[config.mk]
export PLATFORM = sky130hd
export DESIGN_NAME = mem_arbiter
export DESIGN_NICKNAME = d
export VERILOG_FILES = /design/src/rtl/mem_pkg.sv /design/src/rtl/rr_pick2.sv /design/src/rtl/mem_arbiter.sv
export SDC_FILE = /design/constraint.sdc
export NUM_CORES = 1
export LEC_CHECK = 0
export ABC_CLOCK_PERIOD_IN_PS = 4720
export CAP_MARGIN = 40
export CORE_MARGIN = 2
export CORE_UTILIZATION = 43
export CTS_BUF_LIST = sky130_fd_sc_hd__clkbuf_16
export DETAILED_ROUTE_END_ITERATION = 6
export PLACE_DENSITY = 0.87
export SLEW_MARGIN = 40
export SYNTH_ARGS = -nofsm -noshare
export SYNTH_HDL_FRONTEND = slang
export SYNTH_SLANG_ARGS = --single-unit
[constraint.sdc]
create_clock -name clk -period 4.72 [get_ports clk]
set_input_delay 0.944 -clock clk [delete_from_list [all_inputs] [get_ports clk]]
set_output_delay 0.944 -clock clk [all_outputs]
set_load 0.03 [all_outputs]
[src/rtl/mem_pkg.sv]
// Shared types and constants for the two-requester memory arbiter.
package mem_pkg;

  typedef enum logic [1:0] {
    IDLE = 2'b00,
    OWN0 = 2'b01,
    OWN1 = 2'b10
  } state_t;

  localparam int REQ_CORE   = 0;
  localparam int REQ_LOADER = 1;

endpackage

[src/rtl/rr_pick2.sv]
// Two-way round-robin selector: a lone request wins outright, a tie goes to
// the requester the pointer names.
module rr_pick2
  import mem_pkg::*;
(
  input  logic [1:0] req,
  input  logic       ptr,
  output logic [1:0] gnt
);

  always_comb begin
    gnt = req;
    if (req == 2'b11) begin
      gnt = 2'b00;
      gnt[ptr ? REQ_LOADER : REQ_CORE] = 1'b1;
    end
  end

endmodule

[src/rtl/mem_arbiter.sv]
// Arbitrates a single-port memory between the core and the loader, with
// round-robin fairness and bounded burst locking.
module mem_arbiter
  import mem_pkg::*;
#(
  parameter int W        = 8,
  parameter int A        = 8,
  parameter int MAXBURST = 4
) (
  input  logic         clk,
  input  logic         Reset,
  input  logic [1:0]   Req,
  input  logic [1:0]   Lock,
  input  logic [1:0]   We,
  input  logic [A-1:0] Addr0,
  input  logic [A-1:0] Addr1,
  input  logic [W-1:0] Wdata0,
  input  logic [W-1:0] Wdata1,
  output logic [1:0]   Gnt,
  output logic [1:0]   Rvalid,
  output logic [W-1:0] Rdata,
  output logic         MemWriteEn,
  output logic [A-1:0] MemAddress,
  output logic [W-1:0] MemDataIn,
  input  logic [W-1:0] MemDataOut
);

  localparam int            CW   = $clog2(MAXBURST + 1);
  localparam logic [CW-1:0] MAXC = CW'(MAXBURST);

  state_t        state_q, state_d;
  logic          ptr_q, ptr_d;
  logic [CW-1:0] cnt_q, cnt_d;
  logic [1:0]    rr_gnt;
  logic [1:0]    gnt_raw;
  logic          own;
  logic          oth;
  logic [1:0]    rd_gnt;

  rr_pick2 u_pick (
    .req (Req),
    .ptr (ptr_q),
    .gnt (rr_gnt)
  );

  assign own = (state_q == OWN1);
  assign oth = ~own;

  always_comb begin
    // NOTE: every output gets a default before the case so no path leaves a
    // variable unassigned, which would otherwise infer a latch.
    gnt_raw = 2'b00;
    state_d = state_q;
    ptr_d   = ptr_q;
    cnt_d   = cnt_q;
    unique case (state_q)
      IDLE: begin
        gnt_raw = rr_gnt;
        if (rr_gnt[REQ_CORE]) begin
          ptr_d = 1'b1;
          if (Lock[REQ_CORE]) begin
            state_d = OWN0;
            cnt_d   = CW'(1);
          end
        end else if (rr_gnt[REQ_LOADER]) begin
          ptr_d = 1'b0;
          if (Lock[REQ_LOADER]) begin
            state_d = OWN1;
            cnt_d   = CW'(1);
          end
        end
      end
      OWN0, OWN1: begin
        if (!Req[own] || (cnt_q == MAXC && Req[oth])) begin
          // Owner released or exhausted its burst: hand over without a bubble.
          state_d = IDLE;
          cnt_d   = '0;
          if (Req[oth]) begin
            gnt_raw[oth] = 1'b1;
            ptr_d        = own;
          end
        end else begin
          gnt_raw[own] = 1'b1;
          if (cnt_q != MAXC) cnt_d = cnt_q + CW'(1);
          if (!Lock[own]) begin
            state_d = IDLE;
            cnt_d   = '0;
          end
        end
      end
      default: begin
        state_d = IDLE;
        cnt_d   = '0;
      end
    endcase
  end

  // Reset masks the grant combinationally so no access leaks out while held.
  assign Gnt        = gnt_raw & {2{Reset}};
  assign MemWriteEn = |(Gnt & We);
  assign MemAddress = Gnt[REQ_LOADER] ? Addr1  : Addr0;
  assign MemDataIn  = Gnt[REQ_LOADER] ? Wdata1 : Wdata0;
  assign rd_gnt     = Gnt & ~We;

  // NOTE: sequential state uses non-blocking assignments only, so every
  // register samples pre-edge values regardless of statement order.
  always_ff @(posedge clk or negedge Reset) begin
    if (!Reset) begin
      state_q <= IDLE;
      ptr_q   <= 1'b0;
      cnt_q   <= '0;
      Rvalid  <= 2'b00;
      Rdata   <= '0;
    end else begin
      state_q <= state_d;
      ptr_q   <= ptr_d;
      cnt_q   <= cnt_d;
      Rvalid  <= rd_gnt;
      if (|rd_gnt) Rdata <= MemDataOut;
    end
  end

endmodule

==> results.md <==
* Util after Layout at 70.8%
* Fin. max-slew vios at 0
* DR vias/cell at 5.39
* Yosys top cell area share at 27.8%
* Cell Area, Synth at 1440 um^2
* Fin. Hold Viols at 0
* Maximum clock rate at 0.223 GHz
* Initial antenna violation count at 0
* Min-delay worst type: reg2reg
* Register area share after synthesis at 27.8%
* Worst rel slew slack at 47.9%
* Most frequent cell after synthesis: nand2_1
* Psw at 0.521 mW
* Vias in the first global route at 1445
* Die height at 61.9 um
* Yosys cell types at 43
* Clock buffer count from CTS at 3
* RSZ-0062 raised after global routing: false
* Net Count, Synth at 215
* Fin Hold WS at 0.544 ns
* # resized after CTS at 0
* Initial core utilization at 43.9%
* Period utilization at 95.0%
* Share of post-route cells with drive strength above 1 at 14.3%
* Multi-input combinational cell area at 925 um^2
* Total routed wirelength at 4200 um
* Arrival time at the worst endpoint at 3.54 ns
* Crit Path Category: in2out
* Asr flop ratio synth at 100%
* Register area at 400 um^2
* Die width at 61.9 um
* Syn Area/Cell at 8.96 um^2
* Die area at 3830 um^2
* Register bit count reported by yosys at 16
* Post-synth EDFFs at 0
* Syn Inst Count at 161
* Share of power burned in registers at 19.2%
* Gpl congestion at 0.844
* Logic pwr share at 67.2%
* Sw Share at 43.7%
* Synth warn at 0
* First-pass GRT wire length at 6200 um
* IO Count at 77
* WP data required at 3.78 ns
* Post-synth top cells: nand2_1, dfrtp_1, o21ai_0
* Grt total ovfl at 0
* Dpl hpwl at 3410 um
* Crit. End Element: primary output
* Drt pass-1 iters at 6
* Postcts setup bufs at 0
* Hold-fix buffer count after cts at 0
* Initial drt markers at 44
* Tmin final at 4.48 ns
* Fill cells at 239
* Clk buf depth at 2
* Gr usage total at 21.9%
* Port-buffer cells at 76
* FP Rows at 21
* Placeable core area at 3280 um^2
* H-tree depth at 1
* Final setup fails at 0
* Root buffer cell: clkbuf_16
* P_int at 0.672 mW
* Total power at 1.19 mW
* CTS clk-pin slew, worst paths at 0.04 ns
* Clock Latency Late Sink at 0.25 ns
* Sink Count at 16
* WL/cell at 14.9 um
* Area contributors post-synth: dfrtp_1, mux2_4, mux2_2, nand2_1, ha_1
* Ys flop type: dfrtp_1
* Largest net degree at the start of global routing at 19
* Maxcap violations at 0
* Layout area overhead at 61.2%
* Actual slew at the worst max-slew pin at 0.781 ns
* # DRC at 0
* Antenna diodes at 0
* Final ANT Viol Nets at 0
* Vias at 1526
* Setup_tns at 0 ns
* Power Dens Cells at 513 nW/um^2
* Status: finished, final reports clean
* Peak supply drop at 0.295 mV
* Clock share of power at 13.6%
* Pleak at 0.959 nW
* TritonCTS clock tree: yes
* Top cell type by total area after synthesis: dfrtp_1
* Layout net count at 292
* CP Launch Type: input pin
* Crit-path max FO at 18
* Fin Clk Skew at 0.00516 ns
==> flip-flops by register name (all words and copies together) (netlist names) <==
| name | cells |
|---|---|
| state_q | 2 |
| ptr_q | 1 |
| cnt_q | 3 |
| Rvalid | 2 |
| Rdata | 8 |
==> placed cells by master, fill, tap and decap left out, types with 2 or more instances in the layout <==
cell type        Yosys  routed
nor4b_1              2       2
nand2b_1             4       4
o211ai_1             8       8
buf_4                0       7
nand3_1              6       6
mux2_2               9       9
clkbuf_16            0       3
ha_1                 6       6
nand2_1             22      22
nor2b_1              2       2
and3_1               2       2
o21a_1               2       2
clkinv_1             1       2
nor3b_1              8       8
a21oi_1              3       3
mux2_4               9       9
dfrtp_1             16      16
nor2_1               5       5
inv_1               10      10
o31ai_1              2       2
clkdlybuf4s50_1      0      75
o21ai_0             14      14
==> critical path: stages <==
cell             delay, ns
clkdlybuf4s50_1       0.47
mux2_4                0.29
a221o_1               0.36
a221oi_4              0.29
o21bai_2              0.11
buf_12                0.17
mux2_4                0.29
clkdlybuf4s50_1       0.60
==> stage by stage <==
stage,instances,setup slack (ns),cell area [um^2]
3_5_place_dp,279,0.226,2250
6_report,283,0.235,2330
2_1_floorplan,161,0.853,1440
4_1_cts,283,0.225,2330
5_1_grt,283,0.0788,2330
3_3_place_gp,279,0.295,2250
==> cell families after synthesis <==
logic type,after synthesis,share of synthesized area [%]
adders and majority gates,6,5.20
AOI/OAI and AO/OA,43,21.9
DFF,16,27.8
buffers and inverters,22,8.15
muxes,19,17.1
and+or+nand+nor,55,19.9
==> power by group through the flow <==
stage	sequential, mW	combinational (mW)	clock [mW]
5_1_grt	0.236	0.867	0.173
2_1_floorplan	0.296	0.478	0
4_1_cts	0.228	0.805	0.165
3_3_place_gp	0.228	0.786	0
3_5_place_dp	0.230	0.800	0
6_report	0.229	0.802	0.162
==> final timing paths <==
path | from | to | slack, ns | cells after the start
setup reg to reg | state_q[0] | Rdata[7] | 1.97 | 8
setup / recovery | Req[0] | MemAddress[1] | 0.24 | 8
hold reg to reg | cnt_q[1] | cnt_q[1] | 0.54 | 2
max in group asynchronous | Reset | Rdata[5] | 3.48 | 2
min in group asynchronous | Reset | state_q[0] | 1.06 | 2
hold / removal | cnt_q[1] | cnt_q[1] | 0.54 | 2
==> area by class of cell <==
type                    instances  share of cell area (%)
inverters                      11                    1.78
clock inverters                 1                   0.161
flip-flops and latches         16                    17.2
clock buffers                   3                    3.23
multi-input cells             123                    39.8
repair buffers                 83                    35.4
well taps                      46                    2.47
==> per-layer routing <==
metal  GRT usage, %  share of wire (%)  up-vias
li1               -                  -      737
met1           22.6                 36      707
met2           42.9                 52       70
met3           6.42                 11       12
met4           5.47                1.3        0
met5              0                  0        -
No activity file was read; power rests on OpenSTA's default activity.
==> patch (config.mk and constraints unchanged) <==
The parameter `A` goes from 8 to 16.
--- a/src/rtl/mem_arbiter.sv
+++ b/src/rtl/mem_arbiter.sv
@@ -4,7 +4,7 @@
   import mem_pkg::*;
 #(
   parameter int W        = 8,
-  parameter int A        = 8,
+  parameter int A        = 16,
   parameter int MAXBURST = 4
 ) (
   input  logic         clk,
Ports: changed (resized Addr0, Addr1 and MemAddress); port bits go from 77 to 101. The function was not compared with the original's and may differ.
==> patch against the original RTL <==
  * Sequential cell count did not move
  * Via count shrank 3.7%
  * Final area grew 8.7%
  * Synthesized area is 1.0% lower
  * Highest routed layer unchanged
  * Sequential power grew 6%
  * Clock skew is 3.2 ps lower
  * Sequential share of layout area fell by 1.4 points
  * Count of clock-buffer cells in the layout unchanged
  * First-iteration DRC count up 39%
  * Worst setup slack lost 27 ps
  * Critical endpoint is now MemDataIn[2]
  * Power rose by 12%
  * Critical path depth stayed put
  * Routed wire length is 20% higher
==> patch: results (changes against the original RTL) <==
placed cell count=274 (-1.8%); P_seq=243 uW (+6%); hold path depth=1 (-1); routed wire length=5060 um (+20%); maximum vdd drop=0.258 mV (-12%); Switching Fraction=44.8% (+1.1 points); status=completed; post-DP HPWL=4030 um (+18%); DRT Pass-1 Iters=4 (-2); Syn Area/Cell=10.7 sq um (+19%); worst reg2reg path endpoint=Rdata[1]$_DFFE_PN0P_; Reg2Reg Depth=7 (-1); clk_skew=1.97 ps (-3.19 ps); final hold slack=497 ps (-47.7 ps); worst hold start=Rdata[4]$_DFFE_PN0P_; layout cells sized above 1=12.0% (-2.4 points); gpl congestion=0.928 (+10%); Tot Pwr=1330 uW (+12%); CP arrival=3570 ps (+30 ps); flop-to-flop setup slack=2410 ps (+440 ps); vias in the first global route=1,555 (+7.6%); first-pass GRT wire length=7600 um (+23%); number of fill cells=215 (-10%); largest net degree at the start of global routing=28 (+9); port bufs=100 (+32%); post_cts resized=0 (unchanged); Num CTS Buffers=3 (unchanged); main area contributors after synthesis=dfrtp_1, mux2_1, mux2_2; GRT Total Usage=27.5% (+5.5 points); vias=1,470 (-3.7%); worst hold endpoint=Rdata[4]$_DFFE_PN0P_; non-filler cells, final=278 (-1.8%); Placed Area=2450 sq um (+9.0%); worst slew pin tran=406 ps (-375 ps); crit path max fanout=27 (+9); H-tree level count=1 (unchanged); Net Count, Synth=204 (-5.1%); leading registers by flop count=Rdata (8), cnt_q (3); Seq/Total Area, Yosys=28.0% (+0.29 points); Clock Power Share=12.4% (-1.2 points); initial drt markers=61 (+39%); peak per-stage delay on the critical path=720 ps (+120 ps); leak pwr=0.00104 uW (+8.0%); nets=305 (+4.5%); dpl ws=253 ps (+26.9 ps)
patch: changes by cell type after synthesis, sizes merged, moves of 3 or more:
cell	before	now
a21oi	3	7
buf	8	5
clkbuf	3	0
mux2	18	34
nand2	22	8
nor3b	8	0
o211ai	8	3
o21ai	14	2
patch: logic make-up (layout without fill, tap and decap cells):
kind of cell / after synthesis / count (layout) / synth area share, %
multiplexers: 37 / 37 / 28.9
AND/OR/NAND/NOR: 33 / 33 / 14.7
AO/OA/AOI/OAI: 28 / 28 / 16.6
flip-flops: 16 / 16 / 28.0
buffers and inverters: 14 / 114 / 6.49
adder cells (fa/ha/maj): 6 / 6 / 5.26
patch: layer usage:
metal | vias to the layer above | part of all wire (%) | GRT usage (%)
met4 | 0 | 1.5 | 6.69
li1 | 695 | - | -
met1 | 694 | 39 | 29.5
met5 | - | 0 | 0
met2 | 70 | 54 | 54.6
met3 | 11 | 5.2 | 4.62
patch: worst max-delay path by stage:
| stage | start | end | slack, ps | cells after the start |
|---|---|---|---|---|
| 4_1_cts | Req[1] | MemDataIn[2] | 240 | 8 |
| 3_3_place_gp | Req[0] | MemDataIn[2] | 350 | 8 |
| 3_5_place_dp | Req[0] | MemDataIn[2] | 250 | 8 |
| 2_1_floorplan | Req[0] | MemAddress[0] | 1320 | 7 |
| 6_report | Req[1] | MemDataIn[2] | 210 | 8 |
| 5_1_grt | Req[0] | MemDataIn[2] | 130 | 8 |
patch: final cells by class:
class | instances | area [sq um] | share of cell area, %
clock buffer | 3 | 75.1 | 2.97
clock inverter | 1 | 3.75 | 0.149
inverter | 8 | 30.0 | 1.19
multi-input combinational | 104 | 935 | 37.0
sequential | 16 | 400 | 15.8
tap | 44 | 55.1 | 2.18
timing repair buffer | 102 | 1030 | 40.7
